### src/rtl/mem_arb_pkg.sv
// -----------------------------------------------------------------------------
// mem_arb_pkg
// Shared types and defaults for the two-port main-memory arbiter.
//   arb_state_t : transaction sequencer states (IDLE -> BUSY -> RESP)
//   arb_port_t  : requester identity (instruction fetch / data cache)
//   pickGrant   : fixed arbitration rule used in the IDLE state
// -----------------------------------------------------------------------------
package mem_arb_pkg;

    localparam int DEFAULT_ADDR_WIDTH = 32;
    localparam int DEFAULT_LINE_WIDTH = 128;

    typedef enum logic [1:0] {
        IDLE = 2'd0,
        BUSY = 2'd1,
        RESP = 2'd2
    } arb_state_t;

    typedef enum logic {
        PORT_I = 1'b0,
        PORT_D = 1'b1
    } arb_port_t;

    // A lone requester always wins; on a tie the port that did not win last
    // time is chosen, so two continuous requesters strictly alternate.
    function automatic arb_port_t pickGrant(input logic iReq,
                                            input logic dReq,
                                            input arb_port_t lastGrant);
        if (iReq && dReq) begin
            return (lastGrant == PORT_I) ? PORT_D : PORT_I;
        end
        return dReq ? PORT_D : PORT_I;
    endfunction

endpackage

### src/rtl/mem_arb_stats.sv
// -----------------------------------------------------------------------------
// mem_arb_stats
// Free-running 32-bit event counters for the arbiter (wrap at 2^32).
// Ports:
//   clk, rst      : clock, asynchronous active-high reset (counters -> 0)
//   grantI        : one-cycle strobe, a grant was issued to the I port
//   grantD        : one-cycle strobe, a grant was issued to the D port
//   conflict      : one-cycle strobe, both ports requested in an IDLE cycle
//   grant_i_cnt   : number of I grants
//   grant_d_cnt   : number of D grants
//   conflict_cnt  : number of conflicting IDLE cycles
// -----------------------------------------------------------------------------
module mem_arb_stats (
    input  logic        clk,
    input  logic        rst,
    input  logic        grantI,
    input  logic        grantD,
    input  logic        conflict,
    output logic [31:0] grant_i_cnt,
    output logic [31:0] grant_d_cnt,
    output logic [31:0] conflict_cnt
);

    always_ff @(posedge clk or posedge rst) begin
        if (rst) begin
            grant_i_cnt  <= '0;
            grant_d_cnt  <= '0;
            conflict_cnt <= '0;
        end else begin
            // Natural 32-bit overflow gives the required wrap-around.
            if (grantI)   grant_i_cnt  <= grant_i_cnt + 32'd1;
            if (grantD)   grant_d_cnt  <= grant_d_cnt + 32'd1;
            if (conflict) conflict_cnt <= conflict_cnt + 32'd1;
        end
    end

endmodule

### src/rtl/mem_arbiter.sv
// -----------------------------------------------------------------------------
// mem_arbiter
// Shares the single line-wide datamem port between the instruction-fetch line
// requester (I, read only) and the data-cache refill/writeback requester
// (D, read/write). One transaction at a time: IDLE -> BUSY -> RESP -> IDLE.
//
// Ports:
//   clk, rst        : clock, asynchronous active-high reset
//   i_req/i_addr    : I line read request (held until i_ready) and address
//   i_ready/i_rdata : one-cycle completion pulse, registered read line
//   d_req/d_we      : D request (held until d_ready), 1 = write line
//   d_addr/d_wdata  : D line address and write line
//   d_ready/d_rdata : one-cycle completion pulse, registered read line
//   mem_req         : datamem request, high for the whole BUSY phase
//   WriteEnable     : datamem write strobe, valid with mem_req
//   memory_address  : datamem address, valid with mem_req
//   mem_writedata   : datamem write line
//   mem_readdata    : datamem read line, valid with mem_ready
//   mem_ready       : datamem completion strobe (ignored outside BUSY)
//
// Build option: define MEM_ARB_STATS_EN to add grant_i_cnt, grant_d_cnt and
// conflict_cnt outputs (mem_arb_stats). Arbitration is identical either way.
// -----------------------------------------------------------------------------
module mem_arbiter
    import mem_arb_pkg::*;
#(
    parameter int ADDR_WIDTH = DEFAULT_ADDR_WIDTH,
    parameter int LINE_WIDTH = DEFAULT_LINE_WIDTH
) (
    input  logic                  clk,
    input  logic                  rst,
    input  logic                  i_req,
    input  logic [ADDR_WIDTH-1:0] i_addr,
    output logic                  i_ready,
    output logic [LINE_WIDTH-1:0] i_rdata,
    input  logic                  d_req,
    input  logic                  d_we,
    input  logic [ADDR_WIDTH-1:0] d_addr,
    input  logic [LINE_WIDTH-1:0] d_wdata,
    output logic                  d_ready,
    output logic [LINE_WIDTH-1:0] d_rdata,
    output logic                  mem_req,
    output logic                  WriteEnable,
    output logic [ADDR_WIDTH-1:0] memory_address,
    output logic [LINE_WIDTH-1:0] mem_writedata,
    input  logic [LINE_WIDTH-1:0] mem_readdata,
`ifdef MEM_ARB_STATS_EN
    output logic [31:0]           grant_i_cnt,
    output logic [31:0]           grant_d_cnt,
    output logic [31:0]           conflict_cnt,
`endif
    input  logic                  mem_ready
);

    arb_state_t            state;
    arb_port_t             lastGrant;
    arb_port_t             grantPort;
    arb_port_t             nextGrant;
    logic [ADDR_WIDTH-1:0] addrReg;
    logic                  weReg;
    logic [LINE_WIDTH-1:0] wdataReg;
    logic                  anyReq;

    assign anyReq    = i_req || d_req;
    assign nextGrant = pickGrant(i_req, d_req, lastGrant);

    // NOTE: every register here updates with <= so all of them see the
    // pre-edge values of each other; blocking assignments would make the
    // result depend on statement order.
    always_ff @(posedge clk or posedge rst) begin
        if (rst) begin
            // NOTE: the latched request and the returned lines are reset too,
            // because they drive ports that must read 0 out of reset and must
            // never carry X into the caches.
            state     <= IDLE;
            lastGrant <= PORT_I;
            grantPort <= PORT_I;
            addrReg   <= '0;
            weReg     <= 1'b0;
            wdataReg  <= '0;
            i_rdata   <= '0;
            d_rdata   <= '0;
        end else begin
            case (state)
                IDLE: begin
                    if (anyReq) begin
                        grantPort <= nextGrant;
                        lastGrant <= nextGrant;
                        // Snapshot the winner's request; requester inputs are
                        // ignored until the transaction completes.
                        if (nextGrant == PORT_D) begin
                            addrReg  <= d_addr;
                            weReg    <= d_we;
                            wdataReg <= d_wdata;
                        end else begin
                            addrReg  <= i_addr;
                            weReg    <= 1'b0;
                        end
                        state <= BUSY;
                    end
                end
                BUSY: begin
                    if (mem_ready) begin
                        // Only the granted port's line changes, and a D write
                        // leaves d_rdata untouched.
                        if (grantPort == PORT_I) begin
                            i_rdata <= mem_readdata;
                        end else if (!weReg) begin
                            d_rdata <= mem_readdata;
                        end
                        state <= RESP;
                    end
                end
                RESP: state <= IDLE;
                default: state <= IDLE;
            endcase
        end
    end

    // Decoded straight from the state register so mem_req falls the moment
    // reset is asserted, with no extra cycle of request.
    assign mem_req        = (state == BUSY);
    assign WriteEnable    = (state == BUSY) && weReg;
    assign memory_address = addrReg;
    assign mem_writedata  = wdataReg;
    assign i_ready        = (state == RESP) && (grantPort == PORT_I);
    assign d_ready        = (state == RESP) && (grantPort == PORT_D);

`ifdef MEM_ARB_STATS_EN
    logic grantEvent;
    logic conflictEvent;

    assign grantEvent    = (state == IDLE) && anyReq;
    assign conflictEvent = (state == IDLE) && i_req && d_req;

    mem_arb_stats uStats (
        .clk          (clk),
        .rst          (rst),
        .grantI       (grantEvent && (nextGrant == PORT_I)),
        .grantD       (grantEvent && (nextGrant == PORT_D)),
        .conflict     (conflictEvent),
        .grant_i_cnt  (grant_i_cnt),
        .grant_d_cnt  (grant_d_cnt),
        .conflict_cnt (conflict_cnt)
    );
`endif

endmodule

### config.mk
export PLATFORM = sky130hd
export DESIGN_NAME = mem_arbiter
export DESIGN_NICKNAME = d
export VERILOG_FILES = /design/src/rtl/mem_arb_pkg.sv /design/src/rtl/mem_arb_stats.sv /design/src/rtl/mem_arbiter.sv
export SDC_FILE = /design/constraint.sdc
export NUM_CORES = 1
export LEC_CHECK = 0
export CORE_AREA = 2 2 289 291
export DETAILED_ROUTE_END_ITERATION = 10
export DIE_AREA = 0 0 291 293
export HOLD_SLACK_MARGIN = 0.08
export RECOVER_POWER = 50
export SLEW_MARGIN = 20
export SYNTH_ARGS = -nofsm -noshare
export SYNTH_HDL_FRONTEND = slang
export SYNTH_SLANG_ARGS = --single-unit
### constraint.sdc
create_clock -name clk -period 25.4 [get_ports clk]
set_clock_uncertainty 0.2 [all_clocks]
set_input_delay 5.08 -clock clk [delete_from_list [all_inputs] [get_ports clk]]
set_output_delay 5.08 -clock clk [all_outputs]
set_load 0.05 [all_outputs]
==> impl_metrics.py, run 1 <==
metrics = {
    "layout": {
        "layout.nets": 2021,
        "layout-drive-gt1-share_pct": 25.01,
        "final_cell_mix": "clkdlybuf4s50_1 (536), dfrtp_1 (420), mux2_2 (347)",
        "layout_commonest_cell": "clkdlybuf4s50_1",
        "regArea_mm2": 0.01051,
        "multi_input_area_mm2": 0.005145,
        "syn_to_final_growth_pct": 62.76,
        "antenna_cells": 0,
        "fillCellCount": 8019,
    },
    "logic_synthesis": {
        "yosys.area_share.simple_pct": 0.4120,
        "syn_area_per_cell_um2": 17.22,
        "ys_warn_count": 0,
        "yosysSeqAreaShare_pct": 65.29,
        "syn_inst": 935,
        "syn_nets": 1261,
        "synth-xor-area-share_pct": 0,
        "synthMuxAreaShare_pct": 31.34,
        "synth.distinct_cells": 20,
        "synth.ff_latch_count": 420,
        "synth-compound-area-share_pct": 0.2721,
        "synth_top_family_by_area": "multiplexers",
        "synth_area_mm2": 0.01610,
        "synth_fa_ha_area_share_pct": 0,
    },
    "detailed_routing": {
        "wl_per_cell_um": 17.86,
        "ant_nets": 0,
        "avgViaCountPerCell": 3.842,
        "vias": 10780,
        "drtPass1Iterations": 4,
        "drc": 0,
        "wl_mm": 50.08,
        "first_iter_violations": 241,
    },
    "outcome": {
        "violations": "max-capacitance violations, max-slew violations",
        "status": "finished with violations",
    },
    "critical_path": {
        "crit_path_max_fanout": 96,
        "required_ns": 25.80,
        "critPathCaptureType": "asynchronous set/reset pin",
        "critical_path_class": "in -> async",
        "crit_arrival_ns": 12.40,
        "worst_setup_path_start_kind": "input pin",
    },
    "clock_tree": {
        "cts.sinks": 420,
        "clockBufferDepth": 3,
        "numCtsBuffers": 48,
        "cts.repair.resized": 0,
        "clk_latency_ns": 0.57,
        "postCtsSetupBuffers": 0,
        "cts.clk_slew.worst_paths_ns": 0.06,
        "ctsHtreeMaxLevel": 2,
        "root_buffer": "clkbuf_16",
        "cts-hold-fix-buffers": 0,
        "cts_tree": "done",
    },
    "sta": {
        "fmax_mhz": 83.36,
        "hold_viol": 0,
        "post-route-period-util_pct": 47.23,
        "finalSetupViolCount": 0,
        "fin_setup_tns_ns": 0,
        "worst_pin_slew_ns": 4.237,
        "slew_viol_final": 411,
        "rsz0062_at_grt": "no",
        "slew_headroom_pct": -182.5,
        "fin_crit_ns": 12.00,
    },
    "die": {
        "io_pins": 746,
        "die_x_um": 291,
        "die-height_um": 293,
        "core_area_mm2": 0.08185,
        "num_rows": 105,
        "initial_core_util_pct": 19.67,
        "die-area_mm2": 0.08526,
    },
    "global_routing": {
        "grt_pass1_vias": 12060,
        "grt_max_degree": 97,
        "track_usage_pct": 11.34,
        "grt_overflow": 0,
        "grt_first_pass_wirelength_mm": 75.01,
        "antenna_found_initial": 1,
    },
    "placement": {
        "post-dp-hpwl_mm": 37.63,
        "io_buffers": 745,
        "finalWeightedCongestion": 0.7860,
    },
    "min_path": {
        "worstHoldPathType": "reg -> reg",
    },
    "run": {
        "cap_violations": 7,
    },
}
## logic make-up after synthesis
group,after synthesis
compound gates,6
mux,448
simple gates,9
buf+inv,52
flops,420
## cell usage after synthesis (all sizes together)
library cell,number,area [µm²]
and3b,1,8.760
inv,3,11.26
o21ai,2,10.01
nand3b,1,7.510
o21a,1,7.510
nor3,1,10.01
mux2,448,5045
a22o,1,8.760
a21bo,1,10.01
nor2,2,7.510
nor3b,2,20.02
buf,49,420.4
dfrtp,420,10510
and2,1,6.260
nand2b,1,6.260
a21o,1,7.510
## area by class of cell
cell class,instances,share of cell area [%]
timing repair buffer,759,28.78
sequential,420,40.12
tap,1070,5.110
clock inverter,18,0.8787
clock buffer,72,5.430
inverter,3,0.04776
multi-input combinational,463,19.64
## flip-flops by register name, summed over array words and instances, names as in the netlist
signal and flops:
state 2, memory_address 32, grantPort 1, d_rdata 128, mem_writedata 128, i_rdata 128, weReg 1
## metal layers
| layer | vias to the layer above | GRT usage (%) | share of wire [%] | wire, µm |
|---|---|---|---|---|
| li1 | 4857 | - | - | - |
| met1 | 5370 | 11.88 | 37 | 18300 |
| met2 | 452 | 20.79 | 52 | 26100 |
| met3 | 96 | 3.767 | 7.5 | 3755 |
| met4 | 2 | 4.638 | 3.8 | 1921 |
| met5 | - | 0 | 0.014 | 7 |
## stage by stage
| stage | util (%) | cells | setup WS, ns | hold slack [ns] | instance area [µm²] |
|---|---|---|---|---|---|
| floorplan | - | 935 | 8.429 | 0.2994 | 16100 |
| global placement | 30.05 | 2714 | 16.56 | 0.2685 | 24600 |
| detailed placement | 30.07 | 2715 | 16.46 | 0.2740 | 24610 |
| CTS | 32.09 | 2805 | 17.09 | 0.2874 | 26260 |
| global route | 32.01 | 2805 | 11.92 | 0.3003 | 26200 |
| finish | 32.01 | 2805 | 13.40 | 0.2794 | 26200 |
## worst paths after layout
check	start	end	slack [ns]	cells after the start
min reg2reg	mem_writedata[0]	mem_writedata[0]	0.28	1
max reg2reg	grantPort	mem_writedata[124]	20.14	5
min in group asynchronous	rst	mem_writedata[95]	6.01	2
max	rst	d_rdata[84]	13.40	5
min	mem_writedata[0]	mem_writedata[0]	0.28	1
max in group clk	i_req	mem_writedata[124]	15.48	6
## critical path, cell delays in order
cell,delay (ns)
dlygate4sd3_1,0.57
clkinvlp_2,2.26
clkbuf_1,2.55
buf_4,0.98
buf_4,0.76
Power of run 1 is left out: the tool's default activity adds up to more than one toggle a clock period on the data nets, which glitch-free logic cannot reach.
==> run 2: changes to the inputs <==
- clock period: 25.4 -> 11.2 ns (I/O delays scaled with it)
==> run 2 against run 1 <==
The flow still finishes with violations (max-capacitance violations, max-slew violations). Die area unchanged. Highest routed layer unchanged. Global-route usage increased by 0.27 points. Worst hold slack about the same. Wire length increased by 2.5%. Register-to-register slack got worse by 14 ns. Core utilization about the same. Critical path type is now in -> reg. Setup slack got worse by 9.0 ns. First-iteration DRC count increased by 7.1%. Sequential share of layout area about the same. Critical endpoint is now mem_writedata[51].
==> impl_metrics.py, run 2 (synthesis gave the netlist of run 1 again) <==
metrics = {
    "outcome": {
        "status": "finished with violations",
        "violations": "max-capacitance violations, max-slew violations",
    },
    "die": {
        "num_rows": 105,
        "core_area_mm2": 0.08185,
        "die_x_um": 291,
        "io_pins": 746,
        "die-area_mm2": 0.08526,
        "die-height_um": 293,
        "initial_core_util_pct": 19.67,
    },
    "detailed_routing": {
        "vias": 10910,
        "drtPass1Iterations": 4,
        "first_iter_violations": 258,
        "wl_mm": 51.32,
        "ant_nets": 0,
        "drc": 0,
        "avgViaCountPerCell": 3.903,
        "wl_per_cell_um": 18.36,
    },
    "critical_path": {
        "crit_path_max_incr_delay_ns": 2.31,
        "critPathCaptureType": "register",
        "cpLargestDelayFamily": "buffers and inverters",
        "slowest_stage": "clkbuf_1",
        "crit_path_max_fanout": 75,
        "crit_arrival_ns": 7.07,
        "critical_path_class": "in -> reg",
        "cp.depth": 6,
        "cp_num_buf_inv": 3,
        "required_ns": 11.45,
        "r2r_cells": 5,
        "worst_setup_path_start_kind": "input pin",
        "worstPathCellList": "dlygate4sd3_1 -> a21bo_1 -> nor3_4 -> clkbuf_1 -> buf_4 -> mux2_1",
    },
    "run": {
        "cap_violations": 5,
    },
    "sta": {
        "fmax_mhz": 146.6,
        "fin_crit_ns": 6.819,
        "slew_headroom_pct": -154.0,
        "finalSetupViolCount": 0,
        "post-route-period-util_pct": 60.89,
        "hold_viol": 0,
        "fin_setup_tns_ns": 0,
        "worst_pin_slew_ns": 3.810,
        "slew_viol_final": 219,
        "rsz0062_at_grt": "no",
    },
    "clock_tree": {
        "numCtsBuffers": 49,
        "cts.sinks": 420,
        "cts.repair.resized": 0,
        "clockBufferDepth": 3,
        "cts.clk_slew.worst_paths_ns": 0.06,
        "cts-hold-fix-buffers": 0,
        "ctsHtreeMaxLevel": 2,
        "root_buffer": "clkbuf_16",
        "cts_tree": "done",
        "clk_latency_ns": 0.56,
        "postCtsSetupBuffers": 0,
    },
    "layout": {
        "layout-drive-gt1-share_pct": 24.58,
        "layout.nets": 2018,
        "final_cell_mix": "clkdlybuf4s50_1 (634), dfrtp_1 (420), mux2_2 (343)",
        "layout_commonest_cell": "clkdlybuf4s50_1",
        "syn_to_final_growth_pct": 62.81,
        "design_area_mm2": 0.02621,
    },
    "placement": {
        "post-dp-hpwl_mm": 37.69,
        "dpl_cell_area_mm2": 0.02462,
        "finalWeightedCongestion": 0.8351,
        "io_buffers": 745,
    },
    "global_routing": {
        "grt_overflow": 0,
        "grt_max_degree": 155,
        "track_usage_pct": 11.61,
        "grt_pass1_vias": 12250,
        "grt_first_pass_wirelength_mm": 76.86,
        "antenna_found_initial": 1,
    },
    "min_path": {
        "hold_depth": 1,
        "worstHoldPathType": "reg -> reg",
    },
}
-- run 2: final timing paths --
check                             startpoint           endpoint  slack [ns]
max in group asynchronous                rst        d_rdata[52]        5.20
setup / recovery                       d_req  mem_writedata[51]        4.38
hold reg to reg            mem_writedata[18]  mem_writedata[18]        0.28
hold / removal             mem_writedata[18]  mem_writedata[18]        0.28
min in group asynchronous                rst        d_rdata[63]        3.12
setup reg to reg                   grantPort  mem_writedata[51]        6.22
-- run 2: cell type report --
| type | instances | area, µm² |
|---|---|---|
| multi-input cells | 463 | 5156 |
| fillers | 8038 | 55640 |
| repair buffers | 755 | 7567 |
| clock buffers | 72 | 1444 |
| well taps | 1070 | 1339 |
| flip-flops and latches | 420 | 10510 |
| diodes | 1 | 2.502 |
| clock inverters | 12 | 173.9 |
| inverters | 3 | 15.01 |
-- run 2: stage by stage --
stage | setup WS (ns) | utilization [%] | std cells | hold slack [ns]
2_1_floorplan | 3.094 | - | 935 | 0.2994
6_report | 4.381 | 32.02 | 2796 | 0.2797
4_1_cts | 6.294 | 32.06 | 2795 | 0.2867
3_3_place_gp | 5.715 | 30.08 | 2711 | 0.2654
3_5_place_dp | 5.657 | 30.08 | 2711 | 0.2737
5_1_grt | 3.980 | 32.02 | 2795 | 0.2944
-- run 2: metal layers --
layer  wire length, µm  track usage [%]
met3              4338            4.304
met2             27040            21.32
met1             18150            11.96
met5                13                0
met4              1784            4.436
Power of run 2 is left out for the same reason.
==> run 3: changes to the inputs <==
- clock period: 11.2 -> 6.3 ns (I/O delays scaled with it)
==> run 3 against run 2 <==
The run still ends with max-capacitance violations, max-slew violations left. Setup slack got worse by 2.8 ns. Global-route usage barely moved. Critical path depth did not move. Wire length fell by 0.11%. Critical endpoint is now d_rdata[103]. Largest cell class unchanged.
==> impl_metrics.py, run 3 (synthesis gave the netlist of run 1 again) <==
metrics = {
    "run": {
        "cap_violations": 5,
    },
    "clock_tree": {
        "clockBufferDepth": 3,
        "root_buffer": "clkbuf_16",
        "numCtsBuffers": 48,
        "cts_tree": "done",
        "cts.sinks": 420,
        "ctsHtreeMaxLevel": 2,
        "cts.repair.resized": 0,
        "postCtsSetupBuffers": 0,
        "cts-hold-fix-buffers": 0,
        "clk_latency_ns": 0.57,
        "cts.clk_slew.worst_paths_ns": 0.06,
    },
    "sta": {
        "fmax_mhz": 212.6,
        "rsz0062_at_grt": "no",
        "post-route-period-util_pct": 74.66,
        "fin_crit_ns": 4.703,
        "finalSetupViolCount": 0,
        "slew_headroom_pct": -47.79,
        "slew_viol_final": 130,
        "hold_viol": 0,
        "fin_setup_tns_ns": 0,
        "worst_pin_slew_ns": 2.209,
    },
    "detailed_routing": {
        "drc": 0,
        "first_iter_violations": 214,
        "wl_per_cell_um": 18.22,
        "wl_mm": 51.27,
        "vias": 10840,
        "ant_nets": 0,
        "avgViaCountPerCell": 3.854,
        "drtPass1Iterations": 4,
    },
    "placement": {
        "io_buffers": 745,
        "dpl_cell_area_mm2": 0.02470,
        "finalWeightedCongestion": 0.8275,
        "post-dp-hpwl_mm": 38.68,
    },
    "die": {
        "die_x_um": 291,
        "die-height_um": 293,
        "initial_core_util_pct": 19.67,
        "io_pins": 746,
        "die-area_mm2": 0.08526,
        "num_rows": 105,
        "core_area_mm2": 0.08185,
    },
    "outcome": {
        "status": "finished with violations",
        "violations": "max-capacitance violations, max-slew violations",
    },
    "layout": {
        "layout-drive-gt1-share_pct": 24.90,
        "final_core_util_pct": 32.02,
        "fillCellCount": 8046,
        "layout.nets": 2029,
        "layout_commonest_cell": "clkdlybuf4s50_1",
        "design_area_mm2": 0.02621,
        "syn_to_final_growth_pct": 62.82,
        "final_cell_mix": "clkdlybuf4s50_1 (698), dfrtp_1 (420), mux2_2 (341)",
    },
    "global_routing": {
        "grt_pass1_vias": 12100,
        "grt_max_degree": 127,
        "track_usage_pct": 11.60,
        "grt_first_pass_wirelength_mm": 76.58,
        "antenna_found_initial": 4,
        "grt_overflow": 0,
    },
    "critical_path": {
        "critical_path_class": "in -> reg",
        "crit_arrival_ns": 4.96,
        "required_ns": 6.56,
        "crit_path_max_incr_delay_ns": 1.47,
        "r2r_cells": 5,
        "r2r_end": "d_rdata[103]",
        "reg2reg_slack_ns": 2.34,
        "crit_path_max_fanout": 49,
        "slowest_stage": "clkbuf_1",
        "r2r-start": "state[1]",
        "worst_setup_path_start_kind": "input pin",
        "worstPathCellList": "dlygate4sd3_1 -> nand3b_1 -> nor3b_1 -> clkbuf_1 -> buf_4 -> mux2_2",
        "critPathCaptureType": "register",
    },
    "min_path": {
        "hold_end": "mem_writedata[8]",
        "worstHoldPathType": "reg -> reg",
        "hold_depth": 1,
        "min_from": "mem_writedata[8]",
    },
}
## run 3: changes by cell type in the layout (fill, tap and decap cells not counted), moves of 2 or more
cell | before | now
dlygate4sd3_1 | 111 | 47
buf_4 | 2 | 6
clkinv_2 | 6 | 11
clkbuf_1 | 15 | 17
mux2_1 | 105 | 107
diode_2 | 1 | 4
inv_6 | 0 | 4
clkinvlp_4 | 2 | 5
mux2_2 | 343 | 341
clkdlybuf4s50_1 | 634 | 698
clkbuf_8 | 11 | 9
bufinv_16 | 4 | 2
## run 3: layout make-up
cell class / instances / area [µm²] / area share (%)
flip-flops and latches: 420 / 10510 / 40.10
repair buffers: 767 / 7627 / 29.10
multi-input cells: 463 / 5145 / 19.63
clock buffers: 63 / 1369 / 5.223
well taps: 1070 / 1339 / 5.108
clock inverters: 23 / 196.4 / 0.7495
inverters: 3 / 12.51 / 0.04774
diodes: 4 / 10.01 / 0.03819
## run 3: worst max path at each step
stage | to | slack, ns | from | depth (start not counted)
after floorplan | d_rdata[0] | -0.83 | rst | 1
after global placement | d_rdata[103] | 2.22 | mem_ready | 6
after global routing | d_rdata[42] | 1.41 | mem_ready | 6
final | d_rdata[103] | 1.60 | mem_ready | 6
after CTS | WriteEnable | 2.49 | state[1] | 4
after detailed placement | d_rdata[98] | 2.20 | mem_ready | 6
## run 3: worst max-delay path, delay by kind of cell
kind | cells | cell delay, ns
multiplexers | 1 | 0.41
AND/OR/NAND/NOR | 2 | 0.44
buffers and inverters | 3 | 2.79
## run 3: metrics by stage
stage / hold WS [ns] / setup WS [ns] / std cells
floorplan: 0.2994 / -0.8255 / 935
global placement: 0.2671 / 2.218 / 2722
detailed placement: 0.2740 / 2.203 / 2722
CTS: 0.2869 / 2.491 / 2808
global route: 0.2941 / 1.411 / 2812
finish: 0.2765 / 1.597 / 2813
## run 3: metal layers
| layer | track usage, % | vias up | part of all wire, % |
|---|---|---|---|
| met3 | 4.274 | 86 | 8.5 |
| met4 | 4.360 | 2 | 3.0 |
| li1 | - | 4876 | - |
| met2 | 21.41 | 459 | 53 |
| met5 | 0 | - | 0.025 |
| met1 | 11.91 | 5417 | 35 |
Power of run 3 is left out for the same reason.
